[src/rtl/fpaddsub_issue_arbiter.sv]
// fpaddsub_issue_arbiter
//   Shares one fixed-latency FP32 add/sub pipeline between two requesters.
//   One issue per cycle is arbitrated. Operands are registered into the pipe.
//   A tag shift register tracks which requester owns each in-flight op.
//   Each result is steered into the owning requester's FWFT result FIFO.
//   Per-requester credits bound outstanding plus stored results to CREDITS.
//   This means a FIFO never overflows and the pipe never needs to stall.
//
//   Configuration macro: FPADDSUB_ARB_FIXED_PRIO_EN
//     defined   -> fixed priority, an eligible req0 always beats req1
//     undefined -> round robin between requesters (default)
//
// Ports
//   clk, rst                       clock, synchronous active-high reset
//   reqN_valid/ready/a/b/op        N=0,1 operation request handshake
//   resN_valid/ready/data/exc      N=0,1 result FIFO head, FWFT
//   pipe_in_valid/a/b/op           registered operands into shared pipe
//   pipe_result/exc                pipe output, aligned with exiting tag
//   busy                           any tag in flight or any FIFO non-empty
module fpaddsub_issue_arbiter #(
  parameter int unsigned LATENCY = 4,
  parameter int unsigned CREDITS = 4
) (
  input  logic        clk,
  input  logic        rst,
  input  logic        req0_valid,
  output logic        req0_ready,
  input  logic [31:0] req0_a,
  input  logic [31:0] req0_b,
  input  logic        req0_op,
  input  logic        req1_valid,
  output logic        req1_ready,
  input  logic [31:0] req1_a,
  input  logic [31:0] req1_b,
  input  logic        req1_op,
  output logic        res0_valid,
  input  logic        res0_ready,
  output logic [31:0] res0_data,
  output logic [4:0]  res0_exc,
  output logic        res1_valid,
  input  logic        res1_ready,
  output logic [31:0] res1_data,
  output logic [4:0]  res1_exc,
  output logic        pipe_in_valid,
  output logic [31:0] pipe_a,
  output logic [31:0] pipe_b,
  output logic        pipe_op,
  input  logic [31:0] pipe_result,
  input  logic [4:0]  pipe_exc,
  output logic        busy
);

  localparam int unsigned DW = 32;
  localparam int unsigned XW = 5;
  localparam int unsigned EW = DW + XW;
  localparam int unsigned PW = $clog2(CREDITS);
  localparam int unsigned CW = $clog2(CREDITS + 1);

  logic [1:0]    req_valid;
  logic [1:0]    elig;
  logic [1:0]    grant;
  logic [1:0]    res_ready;
  logic [1:0]    push;
  logic [1:0]    pop;

  logic [CW-1:0] credit_q [2];
  logic [CW-1:0] credit_d [2];
  logic [CW-1:0] cnt_q    [2];
  logic [CW-1:0] cnt_d    [2];
  logic [PW-1:0] wr_ptr_q [2];
  logic [PW-1:0] wr_ptr_d [2];
  logic [PW-1:0] rd_ptr_q [2];
  logic [PW-1:0] rd_ptr_d [2];
  logic [EW-1:0] mem_q    [2][CREDITS];

  logic          tag_vld_q [LATENCY];
  logic          tag_vld_d [LATENCY];
  logic          tag_id_q  [LATENCY];
  logic          tag_id_d  [LATENCY];
  logic          tag_any;

  logic          pipe_vld_q, pipe_vld_d;
  logic [DW-1:0] pipe_a_q, pipe_a_d;
  logic [DW-1:0] pipe_b_q, pipe_b_d;
  logic          pipe_op_q, pipe_op_d;

  logic          exit_vld;
  logic          exit_id;
  logic [EW-1:0] push_word;

`ifndef FPADDSUB_ARB_FIXED_PRIO_EN
  // 1 = req1 granted last; reset to 1 so req0 wins the first tie
  logic last_grant_q, last_grant_d;
`endif

  // Arbitration: eligibility needs a free credit; nothing granted in reset
  always_comb begin
    req_valid = {req1_valid, req0_valid};
    elig      = '0;
    grant     = '0;
    for (int n = 0; n < 2; n++) begin
      elig[n] = req_valid[n] & (credit_q[n] != '0) & ~rst;
    end
`ifdef FPADDSUB_ARB_FIXED_PRIO_EN
    if (elig[0]) begin
      grant = 2'b01;
    end else if (elig[1]) begin
      grant = 2'b10;
    end
`else
    if (elig == 2'b11) begin
      grant = last_grant_q ? 2'b01 : 2'b10;
    end else begin
      grant = elig;
    end
    last_grant_d = (grant != 2'b00) ? grant[1] : last_grant_q;
`endif
  end

  // Operand register, tag shift register, FIFO pointers and credits
  always_comb begin
    pipe_vld_d = |grant;
    pipe_a_d   = pipe_a_q;
    pipe_b_d   = pipe_b_q;
    pipe_op_d  = pipe_op_q;
    if (grant[1]) begin
      pipe_a_d  = req1_a;
      pipe_b_d  = req1_b;
      pipe_op_d = req1_op;
    end else if (grant[0]) begin
      pipe_a_d  = req0_a;
      pipe_b_d  = req0_b;
      pipe_op_d = req0_op;
    end

    tag_vld_d[0] = |grant;
    tag_id_d[0]  = grant[1];
    for (int i = 1; i < LATENCY; i++) begin
      tag_vld_d[i] = tag_vld_q[i-1];
      tag_id_d[i]  = tag_id_q[i-1];
    end
    tag_any = 1'b0;
    for (int i = 0; i < LATENCY; i++) begin
      tag_any = tag_any | tag_vld_q[i];
    end

    // The last tag stage lines up with the pipe output. A result with no valid tag is dropped.
    exit_vld  = tag_vld_q[LATENCY-1];
    exit_id   = tag_id_q[LATENCY-1];
    push_word = {pipe_exc, pipe_result};
    push      = {exit_vld & exit_id, exit_vld & ~exit_id};
    res_ready = {res1_ready, res0_ready};

    for (int n = 0; n < 2; n++) begin
      pop[n]      = (cnt_q[n] != '0) & res_ready[n];
      cnt_d[n]    = cnt_q[n] + CW'(push[n]) - CW'(pop[n]);
      wr_ptr_d[n] = wr_ptr_q[n] + PW'(push[n]);
      rd_ptr_d[n] = rd_ptr_q[n] + PW'(pop[n]);
      credit_d[n] = credit_q[n] - CW'(grant[n]) + CW'(pop[n]);
    end
  end

  // State registers
  always_ff @(posedge clk) begin
    if (rst) begin
      pipe_vld_q <= 1'b0;
      pipe_a_q   <= '0;
      pipe_b_q   <= '0;
      pipe_op_q  <= 1'b0;
      for (int i = 0; i < LATENCY; i++) begin
        tag_vld_q[i] <= 1'b0;
        tag_id_q[i]  <= 1'b0;
      end
      for (int n = 0; n < 2; n++) begin
        credit_q[n] <= CW'(CREDITS);
        cnt_q[n]    <= '0;
        wr_ptr_q[n] <= '0;
        rd_ptr_q[n] <= '0;
      end
`ifndef FPADDSUB_ARB_FIXED_PRIO_EN
      last_grant_q <= 1'b1;
`endif
    end else begin
      pipe_vld_q <= pipe_vld_d;
      pipe_a_q   <= pipe_a_d;
      pipe_b_q   <= pipe_b_d;
      pipe_op_q  <= pipe_op_d;
      for (int i = 0; i < LATENCY; i++) begin
        tag_vld_q[i] <= tag_vld_d[i];
        tag_id_q[i]  <= tag_id_d[i];
      end
      for (int n = 0; n < 2; n++) begin
        credit_q[n] <= credit_d[n];
        cnt_q[n]    <= cnt_d[n];
        wr_ptr_q[n] <= wr_ptr_d[n];
        rd_ptr_q[n] <= rd_ptr_d[n];
      end
`ifndef FPADDSUB_ARB_FIXED_PRIO_EN
      last_grant_q <= last_grant_d;
`endif
    end
  end

  // FIFO storage; contents are don't-care while a FIFO is empty
  always_ff @(posedge clk) begin
    for (int n = 0; n < 2; n++) begin
      if (push[n] && !rst) begin
        mem_q[n][wr_ptr_q[n]] <= push_word;
      end
    end
  end

  assign req0_ready    = grant[0];
  assign req1_ready    = grant[1];
  assign pipe_in_valid = pipe_vld_q;
  assign pipe_a        = pipe_a_q;
  assign pipe_b        = pipe_b_q;
  assign pipe_op       = pipe_op_q;

  // Head data is forced to zero when empty so reset and idle outputs are clean
  assign res0_valid = (cnt_q[0] != '0);
  assign res1_valid = (cnt_q[1] != '0);
  assign res0_data  = res0_valid ? mem_q[0][rd_ptr_q[0]][DW-1:0]  : '0;
  assign res0_exc   = res0_valid ? mem_q[0][rd_ptr_q[0]][EW-1:DW] : '0;
  assign res1_data  = res1_valid ? mem_q[1][rd_ptr_q[1]][DW-1:0]  : '0;
  assign res1_exc   = res1_valid ? mem_q[1][rd_ptr_q[1]][EW-1:DW] : '0;

  assign busy = tag_any | res0_valid | res1_valid;

endmodule

[config.mk]
export PLATFORM = sky130hd
export DESIGN_NAME = fpaddsub_issue_arbiter
export DESIGN_NICKNAME = d
export VERILOG_FILES = /design/src/rtl/fpaddsub_issue_arbiter.sv
export SDC_FILE = /design/constraint.sdc
export NUM_CORES = 1
export LEC_CHECK = 0
export ABC_AREA = 1
export CORE_UTILIZATION = 40
export CTS_CLUSTER_DIAMETER = 40
export DETAILED_ROUTE_END_ITERATION = 10
export GPL_TIMING_DRIVEN = 0
export SYNTH_ARGS = -nofsm -noshare
export SYNTH_HDL_FRONTEND = slang
export SYNTH_SLANG_ARGS = --single-unit
[constraint.sdc]
create_clock -name clk -period 8 [get_ports clk]
set_clock_uncertainty 0.2 [all_clocks]
set_input_delay 2 -clock clk [delete_from_list [all_inputs] [get_ports clk]]
set_output_delay 2 -clock clk [all_outputs]
set_load 0.02 [all_outputs]
==> Flow_metrics.wiki <==
{| class="wikitable"
! Metric !! Value
|-
| Status || finished, final reports clean
|-
| Final weighted congestion of routability-driven global placement || 0.886
|-
| Total clock buffers created by CTS || 59
|-
| Detailed-route wire length per cell || 18.2 microns
|-
| Initial antenna violation count || 4
|-
| Setup CP Type || input port to output port
|-
| Detailed Routing Iterations Pass 1 || 4
|-
| Final antenna-violating net count || 0
|-
| Share of cells above drive strength 1 || 9.97%
|-
| Arrival time worst endpoint || 4.03 ns
|-
| CTS tree || built
|-
| Worst min-delay path class || flip-flop to flip-flop
|-
| Vertical die dimension || 203 microns
|-
| Sequential-to-total area share from yosys stat || 66.8%
|-
| CTS clock-pin slew for the worst setup and hold paths || 0.06 ns
|-
| DR vias || 12538
|-
| Relative slew margins || 37.1%
|-
| Maximum operating frequency || 0.160 GHz
|-
| H-tree depth || 2
|-
| Gate Count Post-Synth || 1600
|-
| Cells along the critical path || clkdlybuf4s50_1 > inv_1 > nor2_2 > nand3_1 > nand2_1 > buf_6 > buf_6 > inv_1 > clkdlybuf4s50_1
|-
| Worst path setup slack after routing || 1.77 ns
|-
| Transition time at the pin with the least slew margin || 0.936 ns
|-
| Leftover overflow at the end of global routing || 0
|-
| Max capacitance violation total || 0
|-
| Number of cells upsized or downsized after cts || 0
|-
| Detailed-placement wirelength estimate || 34100 microns
|-
| Critical Path Source Type || input port
|-
| Summed negative setup slack over all endpoints || 0 ns
|-
| Setup-violating endpoint count in the final report || 0
|-
| CTS Root Buffer Type || sky130_fd_sc_hd__clkbuf_16
|-
| Source-to-sink clock delay at the later pin of the worst-skew pair || 0.59 ns
|-
| Critical path data required time || 5.80 ns
|-
| Effective utilization at floorplan || 40.6%
|-
| Number of distinct library cells after synthesis || 26
|-
| Synthesized area per cell || 10.1 sq um
|-
| # DRC || 0
|-
| Critical path endpoint category || output port
|-
| Detailed Route WL || 47100 microns
|-
| Total routing resource utilization after global routing || 23.0%
|-
| Core ar. || 39700 sq um
|-
| Number of nets in the synthesized netlist || 1789
|-
| Chip Width || 203 microns
|-
| Number of standard-cell rows in the floorplan || 73
|-
| Number of hold-repair buffers added at the cts stage || 0
|-
| Count of pins on the block boundary || 318
|-
| Die area || 41100 sq um
|-
| Count of pins over their slew limit || 0
|-
| Cell types occupying the most area after synthesis || sky130_fd_sc_hd__edfxtp_1 (55%), sky130_fd_sc_hd__dfxtp_1 (12%), sky130_fd_sc_hd__nor2_1 (7.5%)
|-
| Number of clock sinks || 390
|-
| Worst ir drop on vdd || 0.000183 V
|-
| Total standard cell area after synthesis || 16100 sq um
|-
| Leak pwr || 8.87 nW
|-
| Net count, final || 2195
|-
| Post-CTS setup-driven buffer insertion count || 0
|-
| Number of port buffers || 316
|-
| Count of warnings emitted by yosys || 0
|-
| Power Density || 337 nW/um^2
|-
| Area added between synthesis and finish || 38.1%
|-
| Fraction of post-synthesis cell area in the top cell type by area || 55.1%
|-
| Critical path fanouts, max || 10
|-
| Minimum period implied by the final worst setup slack || 6.23 ns
|-
| Share of the clock period used by the worst path after layout || 77.9%
|-
| Worst slack at placement || 1.71 ns
|-
| Number of global-route vias before repair || 12415
|-
| Setup repair after global routing missed its margin || false
|-
| Worst-case clock buffer depth || 3
|-
| Largest net degree at the start of global routing || 17
|-
| Crit-path slowest cell || sky130_fd_sc_hd__clkdlybuf4s50_1
|-
| Vias per inst || 4.85
|-
| Highest cell delay on the worst timing path || 0.55 ns
|-
| Initial DRC Count || 745
|-
| Number of synthesized register bits || 390
|-
| Global-route wire length before repair || 71100 microns
|-
| Synth area leader || sky130_fd_sc_hd__edfxtp_1
|-
| Final hold violation count || 0
|}
cells in the mapped netlist:
cell	instances
sky130_fd_sc_hd__nor2_2	2
sky130_fd_sc_hd__clkbuf_1	36
sky130_fd_sc_hd__nand3_1	136
sky130_fd_sc_hd__o21ai_0	146
sky130_fd_sc_hd__buf_4	9
sky130_fd_sc_hd__ha_1	12
sky130_fd_sc_hd__buf_2	36
sky130_fd_sc_hd__a21oi_2	1
sky130_fd_sc_hd__nand4_1	1
sky130_fd_sc_hd__xor2_1	2
sky130_fd_sc_hd__edfxtp_1	296
sky130_fd_sc_hd__nand2_1	208
sky130_fd_sc_hd__nor2_1	323
sky130_fd_sc_hd__inv_1	177
sky130_fd_sc_hd__or2_2	5
sky130_fd_sc_hd__dfxtp_1	94
sky130_fd_sc_hd__inv_2	4
sky130_fd_sc_hd__xnor2_1	6
sky130_fd_sc_hd__fa_1	4
sky130_fd_sc_hd__nor3_1	11
sky130_fd_sc_hd__o21ai_1	2
sky130_fd_sc_hd__nand2_2	1
sky130_fd_sc_hd__buf_6	4
sky130_fd_sc_hd__buf_1	7
sky130_fd_sc_hd__inv_4	1
sky130_fd_sc_hd__a21oi_1	76
worst paths after layout:
| kind | endpoint | startpoint | slack [ns] | depth (start not counted) |
|---|---|---|---|---|
| max reg2reg | cnt_q[0][5]$_SDFF_PP0_ | cnt_q[0][4]$_SDFF_PP0_ | 4.30 | 9 |
| min | tag_id_q[1]$_SDFF_PP0_ | tag_id_q[0]$_SDFF_PP0_ | 0.20 | 2 |
| min reg2reg | tag_id_q[1]$_SDFF_PP0_ | tag_id_q[0]$_SDFF_PP0_ | 0.20 | 2 |
| max | req1_ready | req0_valid | 1.77 | 9 |
kinds of logic after synthesis:
kind of cell | count (synthesis) | share of synthesized area (%)
AO/OA/AOI/OAI | 225 | 7.01
buffers and inverters | 274 | 7.07
flip-flops | 390 | 66.8
AND/OR/NAND/NOR | 687 | 17.3
adder cells (fa/ha/maj) | 16 | 1.43
XOR/XNOR | 8 | 0.435
state kept, by name, summed over array words and instances, names as in the netlist:
| register | count |
|---|---|
| pipe_b | 32 |
| rd_ptr_q | 4 |
| last_grant_q | 1 |
| tag_id_q | 4 |
| cnt_q | 6 |
| pipe_in_valid | 1 |
| credit_q | 6 |
| wr_ptr_q | 4 |
| mem_q | 296 |
| pipe_op | 1 |
| tag_vld_q | 3 |
| pipe_a | 32 |
area by class of cell:
cell class	count	area (sq um)
fillers	3522	17500
flip-flops and latches	390	10800
multi-input cells	936	4260
repair buffers	345	3480
clock buffers	72	1590
inverters	182	686
well taps	525	657
plain buffers	92	454
clock inverters	40	383
diodes	2	5.00
stage by stage:
stage	instances	hold WS (ns)	power, mW	cell area, sq um	util (%)
2_1_floorplan	1600	0.188	3.79	16100	-
3_3_place_gp	2441	0.193	5.05	19900	50.2
3_5_place_dp	2470	0.193	5.08	20300	51.1
4_1_cts	2582	0.201	7.58	22300	56.0
5_1_grt	2583	0.211	7.88	22300	56.1
6_report	2584	0.200	7.51	22300	56.1
metal layers:
layer	GRT usage, %	up-vias	part of all wire, %
li1	-	6107	-
met1	27.5	5899	40
met2	39.1	423	49
met3	6.05	105	7.6
met4	9.83	4	3.6
met5	0	-	0.055
critical path, delay by kind of cell:
family | cells | cell delay [ns]
buffers and inverters | 6 | 1.52
and+or+nand+nor | 3 | 0.50
report_power, final:
group | leakage (nW) | internal [mW] | total [mW] | switching [mW]
clock network | 0.945 | 1.48 | 2.49 | 1.01
registers | 3.44 | 2.31 | 2.39 | 0.0834
logic | 4.49 | 1.01 | 2.63 | 1.62
total | 8.87 | 4.80 | 7.51 | 2.71
layout by cell type (no fill, tap or decap):
master,n
sky130_fd_sc_hd__a21oi_2,1
sky130_fd_sc_hd__edfxtp_1,296
sky130_fd_sc_hd__clkinv_4,4
sky130_fd_sc_hd__nand2_1,208
sky130_fd_sc_hd__clkbuf_8,6
sky130_fd_sc_hd__dfxtp_1,94
sky130_fd_sc_hd__clkinvlp_4,9
sky130_fd_sc_hd__nor2_1,323
sky130_fd_sc_hd__inv_8,6
sky130_fd_sc_hd__clkinv_16,1
sky130_fd_sc_hd__or2_2,5
sky130_fd_sc_hd__bufinv_16,1
sky130_fd_sc_hd__nand4_1,1
sky130_fd_sc_hd__inv_6,9
sky130_fd_sc_hd__xor2_1,2
sky130_fd_sc_hd__xnor2_1,6
sky130_fd_sc_hd__fa_1,4
sky130_fd_sc_hd__nor3_2,8
sky130_fd_sc_hd__buf_2,36
sky130_fd_sc_hd__inv_2,4
sky130_fd_sc_hd__buf_1,7
sky130_fd_sc_hd__o21ai_1,2
sky130_fd_sc_hd__nor2_2,2
sky130_fd_sc_hd__ha_1,12
sky130_fd_sc_hd__inv_4,2
sky130_fd_sc_hd__inv_1,177
sky130_fd_sc_hd__buf_4,12
sky130_fd_sc_hd__nand3_1,136
sky130_fd_sc_hd__clkdlybuf4s50_1,316
sky130_fd_sc_hd__diode_2,2
sky130_fd_sc_hd__clkinv_2,7
sky130_fd_sc_hd__a21oi_1,76
sky130_fd_sc_hd__nor3_1,3
sky130_fd_sc_hd__clkinv_8,2
sky130_fd_sc_hd__nand2_2,1
sky130_fd_sc_hd__clkbuf_1,43
sky130_fd_sc_hd__buf_6,30
sky130_fd_sc_hd__clkbuf_16,59
sky130_fd_sc_hd__o21ai_0,146
Power figures use the tool's default switching activity.
